--- src/rtl/maj_vote_pkg.sv ---
// Shared types, constants and round-robin helper for the majority-vote arbiter.
package maj_vote_pkg;

  typedef enum logic [1:0] {
    IDLE = 2'd0,
    EVAL = 2'd1,
    RESP = 2'd2
  } state_t;

  localparam int VOTE_W     = 5;
  localparam int MAJ_THRESH = 3;
  localparam int RR_MAX     = 8;

  // First set request bit at or after ptr, scanning upward and wrapping at n_req.
  // Request bits at or above n_req must be zero.
  function automatic logic [2:0] next_rr(input logic [RR_MAX-1:0] req,
                                         input logic [2:0]        ptr,
                                         input int                n_req);
    logic [2:0] win;
    logic       found;
    int         idx;
    win   = '0;
    found = 1'b0;
    for (int i = 0; i < RR_MAX; i++) begin
      idx = (int'(ptr) + i) % n_req;
      if (i < n_req && !found && req[idx[2:0]]) begin
        win   = idx[2:0];
        found = 1'b1;
      end
    end
    return win;
  endfunction

endpackage

--- src/rtl/maj5_core.sv ---
// Combinational 5-input majority built from an 8-to-1 mux.
// The low three votes pick how many of the top two are still needed.
module maj5_core
  import maj_vote_pkg::*;
(
  input  logic [VOTE_W-1:0] i_vote,
  output logic              o_maj
);

  logic w_a;
  logic w_b;

  assign w_a = i_vote[4];
  assign w_b = i_vote[3];

  // Mux on the low three bits: 0 ones -> 0, 1 -> a&b, 2 -> a|b, 3 -> 1
  always_comb begin
    o_maj = 1'b0;
    case (i_vote[2:0])
      3'd0:    o_maj = 1'b0;
      3'd1:    o_maj = w_a & w_b;
      3'd2:    o_maj = w_a & w_b;
      3'd3:    o_maj = w_a | w_b;
      3'd4:    o_maj = w_a & w_b;
      3'd5:    o_maj = w_a | w_b;
      3'd6:    o_maj = w_a | w_b;
      3'd7:    o_maj = 1'b1;
      default: o_maj = 1'b0;
    endcase
  end

endmodule

--- src/rtl/maj_vote_arbiter.sv ---
// Round-robin arbiter sharing one majority core between N_REQ requesters.
// Flow: arbitrate (IDLE/RESP edge) -> EVAL (gnt high) -> RESP (rsp_valid high).
module maj_vote_arbiter
  import maj_vote_pkg::*;
#(
  parameter int N_REQ = 4,
  parameter int ID_W  = 2
) (
  input  logic                      clk,
  input  logic                      reset_n,
  input  logic [N_REQ-1:0]          req,
  input  logic [VOTE_W*N_REQ-1:0]   vote,
  output logic [N_REQ-1:0]          gnt,
  output logic                      busy,
  output logic                      rsp_valid,
  output logic [ID_W-1:0]           rsp_id,
  output logic                      rsp_maj
);

  state_t              r_state;
  state_t              w_next;
  logic [ID_W-1:0]     r_ptr;
  logic [ID_W-1:0]     r_id;
  logic [ID_W-1:0]     r_rsp_id;
  logic [ID_W-1:0]     w_win;
  logic [VOTE_W-1:0]   r_vote;
  logic [VOTE_W-1:0]   w_win_vote;
  logic [N_REQ-1:0]    r_gnt;
  logic                r_maj;
  logic                w_arb;
  logic                w_maj;

  // Arbitration happens on any edge leaving IDLE or RESP with a pending request
  assign w_arb      = (r_state != EVAL) && (|req);
  assign w_win      = ID_W'(next_rr(8'(req), 3'(r_ptr), N_REQ));
  assign w_win_vote = vote[VOTE_W*w_win +: VOTE_W];

  maj5_core u_core (
    .i_vote (r_vote),
    .o_maj  (w_maj)
  );

  // Next-state logic for the capture/evaluate/respond sequence
  always_comb begin
    w_next = r_state;
    case (r_state)
      IDLE:    if (|req) w_next = EVAL;
      EVAL:    w_next = RESP;
      RESP:    w_next = (|req) ? EVAL : IDLE;
      default: w_next = IDLE;
    endcase
  end

  // State register
  always_ff @(posedge clk or negedge reset_n) begin
    if (!reset_n) r_state <= IDLE;
    else          r_state <= w_next;
  end

  // Capture winner on arbitration edges, register the result when leaving EVAL
  always_ff @(posedge clk or negedge reset_n) begin
    if (!reset_n) begin
      r_gnt    <= '0;
      r_ptr    <= '0;
      r_id     <= '0;
      r_vote   <= '0;
      r_rsp_id <= '0;
      r_maj    <= 1'b0;
    end else begin
      r_gnt <= '0;
      if (w_arb) begin
        r_vote <= w_win_vote;
        r_id   <= w_win;
        r_gnt  <= N_REQ'(1) << w_win;
        r_ptr  <= (w_win == ID_W'(N_REQ - 1)) ? '0 : w_win + 1'b1;
      end
      if (r_state == EVAL) begin
        r_maj    <= w_maj;
        r_rsp_id <= r_id;
      end
    end
  end

  assign gnt       = r_gnt;
  assign busy      = (r_state != IDLE);
  assign rsp_valid = (r_state == RESP);
  assign rsp_id    = r_rsp_id;
  assign rsp_maj   = r_maj;

endmodule

--- config.mk ---
export PLATFORM = sky130hd
export DESIGN_NAME = maj_vote_arbiter
export DESIGN_NICKNAME = d
export VERILOG_FILES = /design/src/rtl/maj_vote_pkg.sv /design/src/rtl/maj5_core.sv /design/src/rtl/maj_vote_arbiter.sv
export SDC_FILE = /design/constraint.sdc
export NUM_CORES = 1
export LEC_CHECK = 0
export ABC_CLOCK_PERIOD_IN_PS = 1400
export CAP_MARGIN = 10
export CORE_ASPECT_RATIO = 1.2
export CORE_MARGIN = 5
export CORE_UTILIZATION = 40
export CTS_CLUSTER_SIZE = 16
export DETAILED_ROUTE_END_ITERATION = 16
export DONT_BUFFER_PORTS = 1
export HOLD_SLACK_MARGIN = 0.08
export PLACE_DENSITY = 0.68
export SLEW_MARGIN = 20
export SYNTH_ARGS = -nofsm -noshare
export SYNTH_HDL_FRONTEND = slang
export SYNTH_SLANG_ARGS = --single-unit
--- constraint.sdc ---
create_clock -name clk -period 1.4 [get_ports clk]
set_input_delay 0.14 -clock clk [delete_from_list [all_inputs] [get_ports clk]]
set_output_delay 0.14 -clock clk [all_outputs]
set_load 0.02 [all_outputs]
==> results.ini, run 1 <==
[run_status]
status=finished, violations left
violations=negative setup slack

[setup_path]
cp.arrival_ps=1650
endpoint=r_ptr[1]
cp-end-kind=flop
critPathLaunchType=flop
crit_type=flop to flop
r2r_end=r_ptr[1]
r2r_cells=7
r2r-start=r_ptr[0]
critical_path.startpoint=r_ptr[0]
required_ps=1590
crit_fanout=6
reg2reg_setup_slack_ps=-70

[cts]
clkSlewWorstSetupHoldPaths_ps=100
htreeDepth=1
cts_max_path_buffers=2
ctsRootBufferMaster=clkbuf_4
cts_made_buffers=3
clock_sinks=18
clock_latency_ps=280
cts_tree=yes

[synth]
netlist_instances=87
synth_nets=114
yosys_warnings=0
yosysTopAreaCellShare=0.491
mappedNetlistArea_um2=917
synth_cell_type_count=29
synth-seq-cells=18
synthTopCellsByCount=dfrtp_1 (18), nand2_1 (13), mux2i_1 (10), nor2_1 (7), o221ai_1 (5)
avgSynthCellArea_um2=10.5
ys.flop_type=dfrtp_1
synth-async-reset-ratio=1.00
ys_top_cells_by_area=dfrtp_1 (49%), mux2i_1 (11%), nand2_1 (5.3%), o221ai_1 (4.8%), nor2_1 (2.9%)
synth_top_area_cell=dfrtp_1
synth_edf_count=0
ys_seq_area_frac=0.491
yosysMostFrequentCell=dfrtp_1

[routing]
viasPerCell=5.18
wirelength_mm=1.93
drc=0
drt_iter0_markers=11
post_drt_wl_per_cell_um=14.9
drtPass1Iterations=4
antenna_left=0
vias=668

[die]
die_area_mm2=0.00335
num_rows=19
initial_utilization=0.410
coreArea_mm2=0.00223
fp.dieW_um=53.7
die_h_um=62.5
boundaryPins=35

[timing]
post-route-min-period_ps=1470
clock.fmax_ghz=0.681
slew_headroom=0.479
setup_tns_ps=-318
finClkSkew_ps=2.82
worst_slew_pin_slew_ps=779
setup_viol=6
final-hold-violation-count=0
rsz0062_at_grt=yes
post-route-period-util=1.05
slew_violations=0
timing.final.ws_setup_ps=-69.1

[global_route]
track_usage=0.119
grt_max_degree=19
grt_pass1_wl_mm=3.06
grt_overflow=0
antenna_found_initial=0
grt_pass1_vias=718

[pwr]
power_density_mw_per_mm2=2030
p_leak_nw=0.506
vdd_drop_max_mv=0.967

[cells_and_area]
area_delta_synth_final_pct=22.0
final_cell_area_mm2=0.00112
fin_cells=129
antenna_cells=0
final_nets=126
drive_above_1_share=0.296
fillCellCount=230

[placed_design]
placed_area_um2=973
placed_cells=120
port_buffers=0
gp_congestion=0.787
dp_slack_ps=-102
dp_hpwl_mm=1.35

[worst_hold_path]
hp-class=primary input to flop

[flow_run]
maxCapViolations=0

cells in the final DEF, fill, tap and decap left out:
| cell type | instances |
|---|---|
| dfrtp_1 | 18 |
| o22ai_1 | 1 |
| and2_1 | 1 |
| a211oi_2 | 1 |
| maj3_1 | 1 |
| nor4_1 | 1 |
| or2_2 | 2 |
| nor2b_1 | 2 |
| clkbuf_8 | 1 |
| a21o_1 | 1 |
| nor2_2 | 2 |
| nand2_1 | 12 |
| nand3_1 | 1 |
| mux2i_2 | 2 |
| a21oi_2 | 2 |
| mux2i_1 | 8 |
| nand2b_1 | 1 |
| o21ai_0 | 1 |
| o22a_4 | 1 |
| inv_2 | 2 |
| o31a_1 | 1 |
| a21boi_1 | 1 |
| o221ai_1 | 5 |
| buf_6 | 1 |
| nand2b_4 | 1 |
| a41oi_1 | 1 |
| clkbuf_16 | 1 |
| ha_1 | 1 |
| inv_1 | 2 |
| clkbuf_4 | 3 |
| nand2_2 | 1 |
| a21oi_1 | 1 |
| buf_4 | 5 |
| dlygate4sd3_1 | 3 |
| or2b_1 | 1 |
| o21ai_2 | 1 |
| buf_12 | 1 |
| mux2_2 | 2 |
| nor2_1 | 5 |
worst max-delay path, stage by stage, from the launching register on:
cell and delay [ps]:
dfrtp_1 440, inv_2 70, a21oi_1 70, o22a_4 250, clkbuf_16 160, ha_1 260, nand2_1 60, nand2_1 50
kinds of logic after synthesis:
logic type,Yosys count,synth area share
AO/OA/AOI/OAI,17,0.141
multiplexers,12,0.134
buffers and inverters,8,0.0600
AND/OR/NAND/NOR,30,0.150
adder cells (fa/ha/maj),2,0.0246
flip-flops,18,0.491
worst min-delay path by stage:
stage | from | depth (start not counted) | to
global placement | reset_n | 0 | gnt[0]
detailed placement | reset_n | 0 | rsp_id[1]
CTS | vote[17] | 2 | r_vote[2]
global route | vote[5] | 2 | r_vote[0]
floorplan | reset_n | 0 | gnt[0]
finish | vote[9] | 2 | r_vote[4]
power by group:
part	internal (mW)	switching (mW)	total, mW
sequential	0.743	0.255	0.998
combinational	0.510	0.450	0.961
clock	0.158	0.153	0.312
per-layer routing:
metal,vias up,part of all wire,GRT usage
met5,-,0,0
met4,0,0,0.0192
met3,0,0.057,0.0239
met2,24,0.52,0.203
met1,320,0.42,0.152
li1,324,-,-
registers in the layout, summed over array words and instances (netlist names):
| name | cells |
|---|---|
| rsp_maj | 1 |
| r_id | 2 |
| r_ptr | 2 |
| r_state | 2 |
| r_vote | 5 |
| gnt | 4 |
| rsp_id | 2 |
area by class of cell:
cell class / instances / area [um^2] / area share
timing repair buffer: 11 / 124 / 0.111
tap: 31 / 38.8 / 0.0347
sequential: 18 / 450 / 0.403
inverter: 4 / 15.0 / 0.0134
clock buffer: 4 / 36.3 / 0.0324
multi-input combinational: 61 / 454 / 0.406
through the flow:
stage | hold WS [ps] | total power, mW | util
3_5_place_dp | -155 | 1.78 | 0.436
2_1_floorplan | -156 | 1.60 | -
3_3_place_gp | -155 | 1.74 | 0.436
5_1_grt | 88.2 | 2.43 | 0.501
4_1_cts | 81.0 | 2.14 | 0.470
6_report | 81.8 | 2.27 | 0.501
timing repair:
| item | in CTS | in global routing |
|---|---|---|
| setup buffers | 0 | 1 |
| hold buffers | 3 | 0 |
| gates cloned | 0 | 1 |
| pin swaps | 0 | 6 |
| endpoints found under the setup margin | 9 | 12 |
| gates resized for setup | 4 | 13 |
| endpoints found under the hold margin | 20 | 0 |
Power figures use the tool's default switching activity.
==> run 2, diff against run 1 <==
CORE_ASPECT_RATIO = 0.9   (was 1.2)
CORE_MARGIN = 8   (was 5)
==> run 2 against run 1 <==
  * The run still ends with negative setup slack left
  * Sequential power about the same
  * Design area increased by 3.4%
  * Final cell count increased by 0.78%
  * Sequential cell count unchanged
  * Die area increased by 22%
  * Critical path depth decreased by 1
  * Utilization increased by 2.9 points
  * Count of clock-buffer cells in the layout unchanged
  * Register-to-register slack got worse by 80 ps
  * Largest cell class is now sequential cells
  * Largest power group unchanged
  * Highest routed layer is now met4
==> results.ini, run 2 (synthesized netlist as in run 1, its figures left out) <==
[run_status]
status=finished, violations left
violations=negative setup slack

[cts]
clock_latency_ps=290  ; about the same
cts_tree=yes
clkSlewWorstSetupHoldPaths_ps=100  ; about the same
ctsRootBufferMaster=clkbuf_4
clock_sinks=18  ; unchanged
cts_max_path_buffers=2  ; unchanged
htreeDepth=1  ; unchanged
cts_made_buffers=3  ; unchanged

[pwr]
internal_power_mw=1.41  ; +0.24%
pwr-share-clk=0.140  ; +0.003
switchingPower_uw=891  ; +3.8%
p_leak_nw=0.527  ; +4.2%
netSwitchingFraction=0.387  ; +0.00814
seqPwrFrac=0.439  ; about the same
power_density_mw_per_mm2=1990  ; -1.7%
vdd_drop_max_mv=1.06  ; +9.1%
pwr-share-comb=0.421  ; -0.002

[cells_and_area]
largest_reg_flops=5  ; unchanged
final_nets=131  ; +4.0%
fillCellCount=201  ; -13%
regMostFlops=r_vote
layout_commonest_cell=dfrtp_1
area_delta_synth_final_pct=26.1
layout_common_cells=dfrtp_1 (18), nand2_1 (12), mux2i_1 (10)
antenna_cells=0  ; unchanged
drive_above_1_share=0.262  ; -0.0338
utilization=0.530  ; +0.0293

[die]
boundaryPins=35  ; unchanged
fp.dieW_um=66.5  ; +24%
num_rows=16  ; -3
coreArea_mm2=0.00218  ; -2.4%
initial_utilization=0.420  ; +0.00988
die_h_um=61.4  ; -1.6%
die_area_mm2=0.00408  ; +22%

[worst_hold_path]
hp-class=primary input to flop
holdPathStages=2  ; unchanged

[setup_path]
critical_path.startpoint=r_ptr[1]
r2r-start=r_ptr[1]
cp.arrival_ps=1720  ; +70 ps
critPathTopFamily=compound AO/OA/AOI/OAI gates
crit_type=flop to flop
critPathSlowestCell=dfrtp_1
endpoint=r_vote[3]
crit_path_cell_trace=a21o_1, a21oi_2, o22a_4, clkbuf_16, mux2i_1, o221ai_1
crit_fanout=6  ; unchanged
slowest_delay_ps=400  ; -40 ps
critPathLaunchType=flop
cp.depth=6  ; -1
r2r_cells=6  ; -1
required_ps=1570  ; -20 ps
cp-end-kind=flop
r2r_end=r_vote[3]
crit_buf_inv=1  ; -1
reg2reg_setup_slack_ps=-150  ; -80 ps

[global_route]
grt_pass1_vias=730  ; +1.7%
grt_max_degree=19  ; unchanged
grt_overflow=0  ; unchanged
grt_pass1_wl_mm=3.15  ; +2.9%
track_usage=0.101  ; -0.0174
antenna_found_initial=0  ; unchanged

[timing]
post-route-period-util=1.11  ; +0.0588
worst_slew_pin_slew_ps=834  ; +55.0 ps
final-hold-violation-count=0  ; unchanged
post-route-min-period_ps=1550  ; +82.4 ps
whs_ps=79.6  ; -2.20 ps
setup_viol=12  ; +6
finClkSkew_ps=1.23  ; -1.59 ps
slew_headroom=0.442  ; -0.0368
clock.fmax_ghz=0.645  ; -5.3%
rsz0062_at_grt=yes
slew_violations=0  ; unchanged
timing.final.ws_setup_ps=-151  ; -82.4 ps

[routing]
drt_iter0_markers=7  ; -4
vias=711  ; +6.4%
wirelength_mm=2.26  ; +17%
antenna_left=0  ; unchanged
post_drt_wl_per_cell_um=17.4  ; +16%
drc=0  ; unchanged
viasPerCell=5.47  ; +5.6%
drtPass1Iterations=4  ; unchanged

[flow_run]
maxCapViolations=0  ; unchanged

[placed_design]
dp_hpwl_mm=1.49  ; +11%
port_buffers=0  ; unchanged
gp_congestion=0.702  ; -11%

[run 2: area by class of cell]
class | count | area [um^2] | area share
inverter | 4 | 15.0 | 0.0130
multi-input combinational | 61 | 447 | 0.386
tap | 27 | 33.8 | 0.0292
clock buffer | 4 | 36.3 | 0.0314
sequential | 18 | 450 | 0.390
timing repair buffer | 16 | 174 | 0.150
[run 2: worst min-delay path by stage]
stage	from	end	slack [ps]
2_1_floorplan	reset_n	gnt[0]	-160
3_3_place_gp	reset_n	rsp_id[1]	-150
3_5_place_dp	reset_n	rsp_id[0]	-160
4_1_cts	vote[6]	r_vote[1]	80
5_1_grt	vote[7]	r_vote[2]	80
6_report	vote[7]	r_vote[2]	80
[run 2: power by group through the flow]
stage	sequential [mW]	combinational, mW	clock [mW]
2_1_floorplan	0.974	0.625	0
3_3_place_gp	1.00	0.731	0
3_5_place_dp	1.02	0.756	0
4_1_cts	1.01	0.784	0.331
5_1_grt	1.03	1.07	0.365
6_report	1.01	0.971	0.324
[run 2: timing repair]
action / in CTS / in global routing
setup buffers: 0 / 2
pin swaps: 0 / 10
hold buffers: 1 / 7
endpoints found under the hold margin: 18 / 4
setup endpoints to repair: 7 / 11
gates cloned: 0 / 1
gates resized for setup: 2 / 12
[run 2: metal layers]
| metal | wire (um) | global-route usage |
|---|---|---|
| met4 | 25 | 0.00912 |
| met3 | 178 | 0.0509 |
| met1 | 965 | 0.114 |
| met5 | 0 | 0 |
| met2 | 1090 | 0.175 |
[run 2: per-stage QoR]
step | TNS (ps) | instance area, um^2 | power (mW) | instances | worst slack [ps]
finish | -1020 | 1160 | 2.31 | 130 | -151
global route | -1700 | 1160 | 2.46 | 130 | -206
CTS | -462 | 1010 | 2.12 | 120 | -96.3
detailed placement | -468 | 961 | 1.77 | 115 | -105
global placement | -250 | 961 | 1.74 | 115 | -48.8
floorplan | -526 | 917 | 1.60 | 87 | -90.7
